===== config.mk =====
export PLATFORM = sky130hd
export DESIGN_NAME = approx_adder_error_monitor
export DESIGN_NICKNAME = d
export VERILOG_FILES = /design/src/rtl/approx_adder_error_monitor.sv
export SDC_FILE = /design/constraint.sdc
export NUM_CORES = 1
export LEC_CHECK = 0
export ABC_AREA = 1
export ABC_CLOCK_PERIOD_IN_PS = 3750
export CAP_MARGIN = 20
export CORE_MARGIN = 5
export CORE_UTILIZATION = 58
export CTS_BUF_LIST = sky130_fd_sc_hd__clkbuf_8
export CTS_CLUSTER_DIAMETER = 80
export DETAILED_ROUTE_END_ITERATION = 8
export PLACE_DENSITY = 0.9
export SYNTH_ARGS = -nofsm -noshare
export SYNTH_HDL_FRONTEND = slang
export SYNTH_SLANG_ARGS = --single-unit

===== constraint.sdc =====
create_clock -name clk -period 3.75 [get_ports clk]
set_input_delay 0.75 -clock clk [delete_from_list [all_inputs] [get_ports clk]]
set_output_delay 0.75 -clock clk [all_outputs]
set_load 0.02 [all_outputs]

===== src/rtl/approx_adder_error_monitor.sv =====
// Error monitor for the approximate prefix adder: recomputes the exact sum per
// sample and accumulates error count, max and summed error distance over a window.
module approx_adder_error_monitor #(
   parameter int WIDTH        = 16,
   parameter int LOG2_SAMPLES = 8
) (
   input  logic                           clk,
   input  logic                           rst,
   input  logic                           start,
   input  logic                           in_valid,
   output logic                           in_ready,
   input  logic [WIDTH-1:0]               op_a,
   input  logic [WIDTH-1:0]               op_b,
   input  logic [WIDTH:0]                 approx_res,
   output logic                           busy,
   output logic                           done,
   output logic [LOG2_SAMPLES:0]          err_count,
   output logic [WIDTH:0]                 max_ed,
   output logic [WIDTH+LOG2_SAMPLES:0]    sum_ed
);

   typedef enum logic [1:0] {IDLE, RUN, DRAIN, DONE} state_t;

   localparam logic [LOG2_SAMPLES:0] CNT_LAST = {1'b0, {LOG2_SAMPLES{1'b1}}};

   state_t                  state, state_n;
   logic [LOG2_SAMPLES:0]   sample_cnt;
   logic                    s1_valid, s2_valid;
   logic [WIDTH:0]          s1_ed;
   logic [WIDTH:0]          exact;
   logic [WIDTH+1:0]        diff;
   logic [WIDTH:0]          ed;
   logic                    accept;
   logic                    clear;

   assign in_ready = (state == RUN);
   assign busy     = (state == RUN) || (state == DRAIN);
   assign done     = (state == DONE);
   assign accept   = in_valid && in_ready;
   assign clear    = start && ((state == IDLE) || (state == DONE));

   // Sign comes from one extra bit; magnitude recomputed in WIDTH+1 bits to avoid negation.
   always_comb begin
      exact = {1'b0, op_a} + {1'b0, op_b};
      diff  = {1'b0, exact} - {1'b0, approx_res};
      ed    = diff[WIDTH+1] ? (approx_res - exact) : diff[WIDTH:0];
   end

   always_ff @(posedge clk or posedge rst) begin
      if (rst) state <= IDLE;
      else     state <= state_n;
   end

   always_comb begin
      state_n = state;
      unique case (state)
         IDLE:  if (start) state_n = RUN;
         RUN:   if (accept && (sample_cnt == CNT_LAST)) state_n = DRAIN;
         DRAIN: if (!s1_valid && !s2_valid) state_n = DONE;
         DONE:  if (start) state_n = RUN;
         default: state_n = IDLE;
      endcase
   end

   always_ff @(posedge clk or posedge rst) begin
      if (rst) begin
         sample_cnt <= '0;
         s1_valid   <= 1'b0;
         s1_ed      <= '0;
         s2_valid   <= 1'b0;
         err_count  <= '0;
         max_ed     <= '0;
         sum_ed     <= '0;
      end else begin
         s1_valid <= accept;
         if (accept) s1_ed <= ed;
         s2_valid <= s1_valid;
         if (clear) begin
            sample_cnt <= '0;
            err_count  <= '0;
            max_ed     <= '0;
            sum_ed     <= '0;
         end else begin
            if (accept) sample_cnt <= sample_cnt + 1'b1;
            if (s1_valid) begin
               sum_ed <= sum_ed + {{LOG2_SAMPLES{1'b0}}, s1_ed};
               if (s1_ed > max_ed) max_ed <= s1_ed;
               if (s1_ed != '0) err_count <= err_count + 1'b1;
            end
         end
      end
   end

endmodule

==> impl_metrics.py, run 1 <==
metrics = {
    "status": {
        "status": "finished, final reports clean",
    },
    "hold_path": {
        "hold_path_class": "reg -> reg",
        "min_to": "sample_cnt[3]",
        "holdCritStartpoint": "sample_cnt[3]",
        "hold_depth": 1,
    },
    "clocking": {
        "cts_buffers": 9,
        "htreeDepth": 3,
        "cts_hold_buffers": 0,
        "cts.path.max_buffers": 2,
        "tritoncts": "done",
        "cts.sinks": 81,
        "cts-root-buf": "clkbuf_8",
        "clk_latency_ns": 0.38,
        "clk_pin_slew_worst_paths_ns": 0.10,
    },
    "route": {
        "ant_nets": 0,
        "first_iter_violations": 673,
        "post_drt_wl_per_cell_um": 14.2,
        "viasPerCell": 5.54,
        "vias": 9016,
        "drc": 0,
        "dr.pass1.iters": 5,
        "drt_wl_total_um": 23100,
    },
    "floorplan": {
        "rows": 43,
        "ios": 107,
        "core-area_sq_mm": 0.0138,
        "start_util": 0.587,
        "dieArea_sq_mm": 0.0164,
        "die_x_um": 128,
        "die_y_um": 128,
    },
    "timing": {
        "slew_headroom": 0.572,
        "tightestPinTransition_ns": 0.641,
        "hold_viol": 0,
        "period_needed_ns": 3.57,
        "post-route-period-util": 0.952,
        "timing.hold.ws_ns": 0.526,
        "fmax_mhz": 280,
        "maxSlewViolCount": 0,
        "setup_viol": 0,
        "skew_ns": 0.0108,
    },
    "logic_synthesis": {
        "yosys-top-cells-area": "dfrtp_1 25%, nand2_1 19%, ha_1 14%",
        "yosys.area.top_type": "dfrtp_1",
        "syn-num-nets": 1399,
        "yosysWarnings": 0,
        "synth-seq-cells": 81,
        "syn_area_per_cell_sq_um": 6.45,
        "synth_top_area_share": 0.251,
        "syn_inst": 1252,
        "seq_area_frac_synth": 0.251,
        "netlist_area_sq_mm": 0.00808,
        "yosysUniqueCellTypes": 44,
    },
    "power_and_ir_drop": {
        "pwr-share-clk": 0.101,
        "peakVddDrop_v": 0.000271,
        "combPwrFrac": 0.657,
        "p_int_w": 0.00303,
        "power.leakage_nw": 5.53,
        "p_sw_frac": 0.517,
        "p_seq_frac": 0.243,
        "powerDensity_mw_per_mm2": 607,
        "p_sw_w": 0.00324,
    },
    "place": {
        "hpwlAfterDp_um": 18500,
        "portBuffers": 106,
        "place.gp.congestion": 0.978,
        "dp.cells": 1606,
        "dpl-instance-area_sq_mm": 0.00993,
    },
    "layout": {
        "final_cell_mix": "407 x nand2_1, 194 x inv_1, 104 x clkdlybuf4s50_1, 102 x nand3_1, 91 x buf_4",
        "filler_cell_count": 1082,
        "drive_gt1_frac": 0.115,
        "finalNonFillerCells": 1627,
        "diodes": 0,
        "final_common_cell": "nand2_1",
        "areaGrowthSynthToFinish_pct": 27.9,
        "final_nets": 1589,
        "design_area_sq_mm": 0.0103,
        "fin_util": 0.750,
    },
    "worst_setup_path": {
        "regToRegEndpoint": "sum_ed[14]",
        "critPathMaxFanout": 5,
        "rr_worst_depth": 11,
        "start_kind": "input pin",
        "criticalPathCategory": "in -> reg",
        "r2r_setup_slack_ns": 1.09,
        "worstReg2RegStart": "s1_ed[0]",
        "worstPathArrival_ns": 3.83,
        "worstSetupEndpointType": "flip-flop",
        "critPathRequiredTime_ns": 4.01,
    },
    "global_routing": {
        "grt_pass1_wl_um": 37800,
        "grt-ovfl-total": 0,
        "gr-usage-all-layers": 0.277,
        "grt_pass1_vias": 8533,
        "grt_max_degree": 56,
        "antenna_found_initial": 0,
    },
    "flow_run": {
        "maxCapViolCount": 0,
    },
}
worst max-delay path by stage:
stage / startpoint / to / slack (ns) / cells after the start
floorplan: op_a[0] / s1_ed[2] / 0.22 / 21
global placement: op_a[0] / s1_ed[6] / -0.24 / 23
CTS: op_a[0] / s1_ed[6] / 0.04 / 23
finish: op_a[1] / s1_ed[14] / 0.18 / 22
detailed placement: op_a[0] / s1_ed[6] / -0.34 / 23
global route: op_a[3] / s1_ed[13] / -0.06 / 24
layout make-up:
type                            instances  area (sq um)  area share
Clock buffer                           10           138      0.0133
Clock inverter                          6          50.0     0.00484
Tap cell                              180           225      0.0218
Timing Repair Buffer                  201          1830       0.177
Multi-Input combinational cell        946          5300       0.513
Inverter                              203           764      0.0740
Sequential cell                        81          2030       0.196
Yosys cell counts:
cell,number
o31ai_1,1
inv_1,196
o21a_1,3
xnor2_1,8
clkinv_1,1
nand3_1,103
and2_1,2
buf_1,3
o21ai_1,3
nand2_2,6
a32o_1,1
nor2_2,1
o22ai_1,2
a31oi_1,1
buf_2,3
o211ai_2,1
inv_2,6
buf_12,1
buf_6,2
fa_1,4
dfrtp_1,81
a21oi_1,87
a21boi_0,2
a21oi_2,1
nor2_1,63
nor3_1,19
nand2_1,413
buf_4,5
or2_2,1
mux2i_1,1
xor2_1,19
nand3b_1,4
o21bai_1,5
nand3_2,7
ha_1,90
clkbuf_1,8
nand4_1,36
a211oi_1,1
nor2_4,1
o21ai_0,53
nor4_1,4
nor3b_1,1
a22o_1,1
o211ai_1,1
cells by family after synthesis:
logic type / after synthesis / synth area share
AND/OR/NAND/NOR: 661 / 0.350
buffers and inverters: 225 / 0.111
AO/OA/AOI/OAI: 163 / 0.108
adder cells (fa/ha/maj): 94 / 0.149
flip-flops: 81 / 0.251
XOR/XNOR: 27 / 0.0293
multiplexers: 1 / 0.00124
critical path: stages:
cell,delay [ns]
clkdlybuf4s50_1,0.46
fa_2,0.43
nand3_2,0.09
nand2_2,0.07
a21oi_2,0.13
buf_4,0.14
o21bai_2,0.07
nand2_1,0.09
nand2_2,0.07
xor2_2,0.15
ha_1,0.35
nand2_1,0.10
nand2_1,0.07
inv_1,0.05
nand2_1,0.07
a21oi_2,0.17
nand2_2,0.11
buf_4,0.18
nand3_1,0.07
nand2_1,0.06
nand2_1,0.06
nand2_1,0.07
per-stage QoR:
stage	setup TNS [ns]	total power (W)	worst slack, ns
2_1_floorplan	0	0.00405	0.222
3_3_place_gp	-3.35	0.00533	-0.236
3_5_place_dp	-5.11	0.00548	-0.344
4_1_cts	0	0.00612	0.0441
5_1_grt	-0.339	0.00679	-0.0592
6_report	0	0.00627	0.182
sequential cells by signal, summed over array words and instances, names as in the netlist:
| register | count |
|---|---|
| s2_valid | 1 |
| s1_ed | 17 |
| state | 2 |
| s1_valid | 1 |
| sample_cnt | 9 |
| max_ed | 17 |
| err_count | 9 |
| sum_ed | 25 |
what timing repair did:
action | in CTS | in global routing
setup buffers | 0 | 4
gates resized for setup | 0 | 43
endpoints found under the setup margin | 0 | 16
metal layers:
layer / track usage / share of wire
met1: 0.325 / 0.39
met2: 0.493 / 0.50
met3: 0.0325 / 0.063
met4: 0.147 / 0.044
met5: 0 / 0
power by group through the flow:
stage	Sequential [W]	Clock, W	Combinational (W)
floorplan	0.00158	0	0.00247
CTS	0.00150	0.000635	0.00398
detailed placement	0.00151	0	0.00396
global placement	0.00150	0	0.00383
global route	0.00155	0.000665	0.00458
finish	0.00152	0.000631	0.00412
Note: power is estimated with default switching activity, not from simulation.
==> run 2, diff against run 1 <==
- CORE_ASPECT_RATIO: unset -> 1.1
==> run 2 against run 1 <==
Net effect: critical path depth decreased by 1; total power is 1.0% higher; highest routed layer unchanged; first-iteration DRC count is 5.6% lower; global-route usage fell by 0.46 points; core utilization increased by 0.55 points; maximum frequency increased by 0.75%; critical path type unchanged; sequential share of layout area down 0.092 points; critical endpoint is now s1_ed[16]; via count fell by 1.9%; hold slack got worse by 0.0041 ns; combinational power barely moved; sequential power barely moved; register-to-register slack is essentially flat.
==> impl_metrics.py, run 2 (synthesis results as in run 1) <==
metrics = {
    "route": {
        "viasPerCell": 5.42,
        "vias": 8842,
        "post_drt_wl_per_cell_um": 14.0,
        "dr.pass1.iters": 5,
        "drt_wl_total_um": 22800,
        "ant_nets": 0,
        "first_iter_violations": 635,
        "drc": 0,
    },
    "floorplan": {
        "ios": 107,
        "core-area_sq_mm": 0.0137,
        "start_util": 0.588,
        "dieArea_sq_mm": 0.0164,
        "die_y_um": 134,
        "die_x_um": 123,
        "rows": 45,
    },
    "worst_setup_path": {
        "worstReg2RegStart": "s1_ed[0]",
        "r2r_setup_slack_ns": 1.09,
        "worstSetupEndpointType": "flip-flop",
        "crit_start": "op_a[8]",
        "regToRegEndpoint": "sum_ed[14]",
        "worstPathArrival_ns": 3.79,
        "crit_buf_inv": 4,
        "rr_worst_depth": 11,
        "critPathTopFamily": "compound AO/OA/AOI/OAI gates",
        "critPathRequiredTime_ns": 4.00,
        "critPathMaxFanout": 6,
        "crit_end": "s1_ed[16]",
        "worstSetupPathDepth": 21,
        "path_cells": "clkdlybuf4s50_1, ha_1, a21oi_1, o21a_1, o211ai_1, xor2_1, inv_1, ha_1, buf_4, nand2_2, inv_1, nand2_1, nand2_1, a21oi_2, nand2_1, nand2_1, nand2_1, nand2_1, nand2_1, nand2_1, nand2_1",
        "start_kind": "input pin",
        "cp_slowest_cell": "clkdlybuf4s50_1",
        "crit_top_cell": "nand2_1",
        "max_stage_delay_ns": 0.41,
        "criticalPathCategory": "in -> reg",
    },
    "clocking": {
        "clk_pin_slew_worst_paths_ns": 0.08,
        "cts.sinks": 81,
        "tritoncts": "done",
        "htreeDepth": 3,
        "clk_latency_ns": 0.37,
        "cts.path.max_buffers": 2,
        "cts_buffers": 9,
        "cts_hold_buffers": 0,
        "cts-root-buf": "clkbuf_8",
    },
    "layout": {
        "final_common_cell": "nand2_1",
        "final_cell_mix": "401 x nand2_1, 193 x inv_1, 104 x clkdlybuf4s50_1, 101 x nand3_1",
        "filler_cell_count": 1062,
        "regMostFlops": "sum_ed",
        "areaGrowthSynthToFinish_pct": 28.5,
        "final_nets": 1587,
        "drive_gt1_frac": 0.120,
        "largest_register_ffs": 25,
        "diodes": 0,
        "reg.largest.list": "sum_ed (25), max_ed (17), s1_ed (17)",
    },
    "timing": {
        "post-route-period-util": 0.945,
        "fin_ws_ns": 0.208,
        "period_needed_ns": 3.54,
        "tns_ns": 0,
        "maxSlewViolCount": 0,
        "hold_viol": 0,
        "tightestPinTransition_ns": 0.718,
        "skew_ns": 0.0164,
        "timing.hold.ws_ns": 0.522,
        "fmax_mhz": 282,
        "slew_headroom": 0.521,
        "setup_viol": 0,
    },
    "place": {
        "place.gp.congestion": 0.977,
        "dp_slack_ns": -0.411,
        "hpwlAfterDp_um": 18200,
        "portBuffers": 106,
    },
    "flow_run": {
        "maxCapViolCount": 0,
    },
    "global_routing": {
        "grt_max_degree": 56,
        "antenna_found_initial": 0,
        "grt-ovfl-total": 0,
        "gr-usage-all-layers": 0.272,
        "grt_pass1_vias": 8348,
        "grt_pass1_wl_um": 36700,
    },
    "status": {
        "status": "finished, final reports clean",
    },
    "hold_path": {
        "hold_path_class": "reg -> reg",
    },
    "power_and_ir_drop": {
        "powerDensity_mw_per_mm2": 610,
        "power.leakage_nw": 5.52,
        "peakVddDrop_v": 0.000275,
    },
}
-- run 2: cell type report --
type                            instances  area [sq um]  area share
Timing Repair Buffer                  199          1820       0.175
Tap cell                              188           235      0.0227
Clock buffer                           10           138      0.0133
Sequential cell                        81          2030       0.195
Multi-Input combinational cell        946          5320       0.512
Clock inverter                          5          78.8     0.00759
Inverter                              203           762      0.0734
-- run 2: how the worst min path moves through the flow --
stage                  startpoint       endpoint  slack, ns  cells after the start
floorplan                s1_valid       s2_valid       0.39                      0
global placement        sum_ed[7]      sum_ed[7]       0.50                      2
detailed placement  sample_cnt[3]  sample_cnt[3]       0.51                      1
CTS                 sample_cnt[3]  sample_cnt[3]       0.52                      1
global route        sample_cnt[0]  sample_cnt[0]       0.55                      1
finish                  sum_ed[7]      sum_ed[7]       0.52                      2
-- run 2: worst min-delay path, cell delays in order (launching register included) --
cell and delay, ns:
dfrtp_1 0.38, nand2_1 0.06, nand2_1 0.06
-- run 2: report_power, final --
group	leakage (nW)	switching, W	internal [W]
Clock	0.113	0.000328	0.000390
Combinational	4.33	0.00248	0.00162
Sequential	1.08	0.000364	0.00115
Total	5.52	0.00317	0.00316
-- run 2: timing repair --
item	CTS	global route
pin swaps	0	17
setup endpoints to repair	2	16
gates resized for setup	2	53
setup buffers	0	6
cloned	0	1
-- run 2: layer usage --
metal,vias to the layer above,global-route usage,share of wire
li1,4418,-,-
met1,4002,0.303,0.38
met2,333,0.499,0.51
met3,89,0.0375,0.057
met4,0,0.141,0.054
met5,-,0,0
-- run 2: through the flow --
| step | total power (W) | util | area (sq um) | std cells |
|---|---|---|---|---|
| final | 0.00633 | 0.756 | 10400 | 1632 |
| after global routing | 0.00689 | 0.756 | 10400 | 1632 |
| after CTS | 0.00618 | 0.737 | 10100 | 1625 |
| after detailed placement | 0.00543 | 0.721 | 9910 | 1610 |
| after global placement | 0.00532 | 0.721 | 9910 | 1610 |
| after floorplan | 0.00405 | - | 8080 | 1252 |
==> run 3, diff against run 2 <==
- ABC_CLOCK_PERIOD_IN_PS: 3750 -> 3600
- CELL_PAD_IN_SITES_DETAIL_PLACEMENT: unset -> 0
- CELL_PAD_IN_SITES_GLOBAL_PLACEMENT: unset -> 2
- CORE_UTILIZATION: 58 -> 31
- PLACE_DENSITY: 0.9 -> 0.89
- clock period: 3.75 -> 3.6 ns (I/O delays scaled with it)
==> run 3 against run 2 <==
Net effect: wire length is 8.1% higher; sequential cell count stayed put; setup slack worse by 0.097 ns; critical path depth stayed put; die area is 79% higher; global-route usage is 10 points lower; non-clock buffer count is 32 higher; cell count is 12% higher; clock skew is 0.0031 ns lower; critical endpoint is now s1_ed[13]; largest power group unchanged; highest routed layer unchanged.
==> impl_metrics.py, run 3 (synthesis results as in run 1) <==
metrics = {
    "power_and_ir_drop": {
        "power.leakage_nw": 5.88,
        "peakVddDrop_v": 0.000241,
        "powerDensity_mw_per_mm2": 607,
        "p_seq_frac": 0.234,
        "pwr-share-clk": 0.105,
        "p_int_w": 0.00335,
        "p_sw_w": 0.00341,
        "combPwrFrac": 0.661,
        "p_sw_frac": 0.504,
    },
    "route": {
        "post_drt_wl_per_cell_um": 13.5,
        "drc": 0,
        "ant_nets": 0,
        "first_iter_violations": 448,
        "drt_wl_total_um": 24700,
        "dr.pass1.iters": 5,
        "viasPerCell": 4.68,
        "vias": 8564,
    },
    "worst_setup_path": {
        "worstSetupEndpointType": "flip-flop",
        "regToRegEndpoint": "max_ed[13]",
        "critPathMaxFanout": 6,
        "crit_start": "op_b[8]",
        "r2r_setup_slack_ns": 0.92,
        "criticalPathCategory": "in -> reg",
        "max_stage_delay_ns": 0.52,
        "path_cells": "clkdlybuf4s50_1, ha_4, a21oi_2, o21a_1, o211ai_1, xor2_1, inv_1, ha_4, nand2_2, inv_2, nand2_4, nor3_4, nand2_2, nand2_4, buf_6, inv_6, buf_16, nand2_1, nand2_1, nand2_1, nand2_1",
        "rr_worst_depth": 9,
        "cp_slowest_cell": "clkdlybuf4s50_1",
        "critPathTopFamily": "buffers and inverters",
        "worstPathArrival_ns": 3.73,
        "worstReg2RegStart": "s1_ed[16]",
        "crit_buf_inv": 6,
        "start_kind": "input pin",
        "critPathRequiredTime_ns": 3.84,
        "crit_top_cell": "nand2_1",
    },
    "clocking": {
        "clk_latency_ns": 0.36,
        "clk_pin_slew_worst_paths_ns": 0.09,
        "cts.sinks": 81,
        "cts.path.max_buffers": 2,
        "cts_hold_buffers": 0,
        "htreeDepth": 3,
        "tritoncts": "done",
        "cts-root-buf": "clkbuf_8",
        "cts_buffers": 9,
    },
    "global_routing": {
        "gr-usage-all-layers": 0.168,
        "grt_pass1_wl_um": 40100,
        "grt_max_degree": 56,
        "grt_pass1_vias": 8334,
        "antenna_found_initial": 0,
        "grt-ovfl-total": 0,
    },
    "timing": {
        "timing.hold.ws_ns": 0.526,
        "slew_headroom": 0.381,
        "fmax_mhz": 287,
        "skew_ns": 0.0133,
        "post-route-period-util": 0.969,
        "maxSlewViolCount": 0,
        "setup_viol": 0,
        "hold_viol": 0,
        "period_needed_ns": 3.49,
        "tightestPinTransition_ns": 0.929,
    },
    "layout": {
        "diodes": 0,
        "reg.largest.list": "sum_ed (25), max_ed (17), s1_ed (17)",
        "final_common_cell": "nand2_1",
        "seqCellArea_sq_mm": 0.00203,
        "areaGrowthSynthToFinish_pct": 37.8,
        "final_nets": 1619,
        "drive_gt1_frac": 0.161,
        "largest_register_ffs": 25,
        "finalNonFillerCells": 1828,
        "multi_input_area_sq_mm": 0.00556,
        "regMostFlops": "sum_ed",
        "filler_cell_count": 2776,
        "final_cell_mix": "391 x nand2_1, 192 x inv_1, 115 x buf_4, 100 x nand3_1, 86 x clkdlybuf4s50_1",
    },
    "floorplan": {
        "ios": 107,
        "core-area_sq_mm": 0.0259,
        "die_y_um": 179,
        "die_x_um": 164,
        "start_util": 0.312,
        "rows": 62,
        "dieArea_sq_mm": 0.0294,
    },
    "hold_path": {
        "holdCritStartpoint": "sample_cnt[3]",
        "hold_depth": 1,
        "hold_path_class": "reg -> reg",
        "min_to": "sample_cnt[3]",
    },
    "place": {
        "portBuffers": 106,
        "hpwlAfterDp_um": 19900,
        "place.gp.congestion": 0.897,
        "dp.cells": 1798,
    },
    "status": {
        "status": "finished, final reports clean",
    },
    "flow_run": {
        "maxCapViolCount": 0,
    },
}
[run 3: routing by layer]
metal  wire length [um]  global-route usage  part of all wire  vias to the layer above
met5                  0                   0                 0                        -
li1                   -                   -                 -                     4489
met1              10800               0.202              0.44                     3843
met4                897              0.0654             0.036                        0
met3                875              0.0143             0.035                       49
met2              12100               0.308              0.49                      183
[run 3: final cells by class]
cell class | count | area share
multi-input cells | 946 | 0.499
repair buffers | 231 | 0.192
flip-flops and latches | 81 | 0.182
inverters | 203 | 0.0690
well taps | 352 | 0.0396
clock buffers | 10 | 0.0124
clock inverters | 5 | 0.00573
[run 3: how the worst max path moves through the flow]
stage	to	slack [ns]	cells past startpoint
after floorplan	s1_ed[2]	0.10	21
after global placement	s1_ed[16]	-0.51	23
after detailed placement	s1_ed[16]	-0.59	23
after CTS	s1_ed[15]	0.007	24
after global routing	s1_ed[16]	-0.07	22
final	s1_ed[13]	0.11	21
[run 3: through the flow]
stage / worst slack, ns / util / setup TNS [ns] / power, W / instance area, sq um
floorplan: 0.102 / - / 0 / 0.00422 / 8080
global placement: -0.512 / 0.397 / -7.80 / 0.00580 / 10300
detailed placement: -0.585 / 0.397 / -8.65 / 0.00583 / 10300
CTS: 0.00686 / 0.417 / 0 / 0.00671 / 10800
global route: -0.0667 / 0.430 / -0.320 / 0.00746 / 11100
finish: 0.111 / 0.430 / 0 / 0.00676 / 11100
[run 3: power by group through the flow]
stage          combinational [W]  clock, W  sequential [W]
3_5_place_dp             0.00423         0         0.00160
2_1_floorplan            0.00258         0         0.00164
3_3_place_gp             0.00420         0         0.00160
4_1_cts                  0.00440  0.000731         0.00159
5_1_grt                  0.00506  0.000770         0.00164
6_report                 0.00447  0.000709         0.00158
[run 3: what timing repair did]
item / in CTS / in global routing
gates resized for setup: 47 / 75
cloned: 2 / 0
pin swaps: 19 / 43
setup endpoints to repair: 16 / 16
buffers inserted: 10 / 6
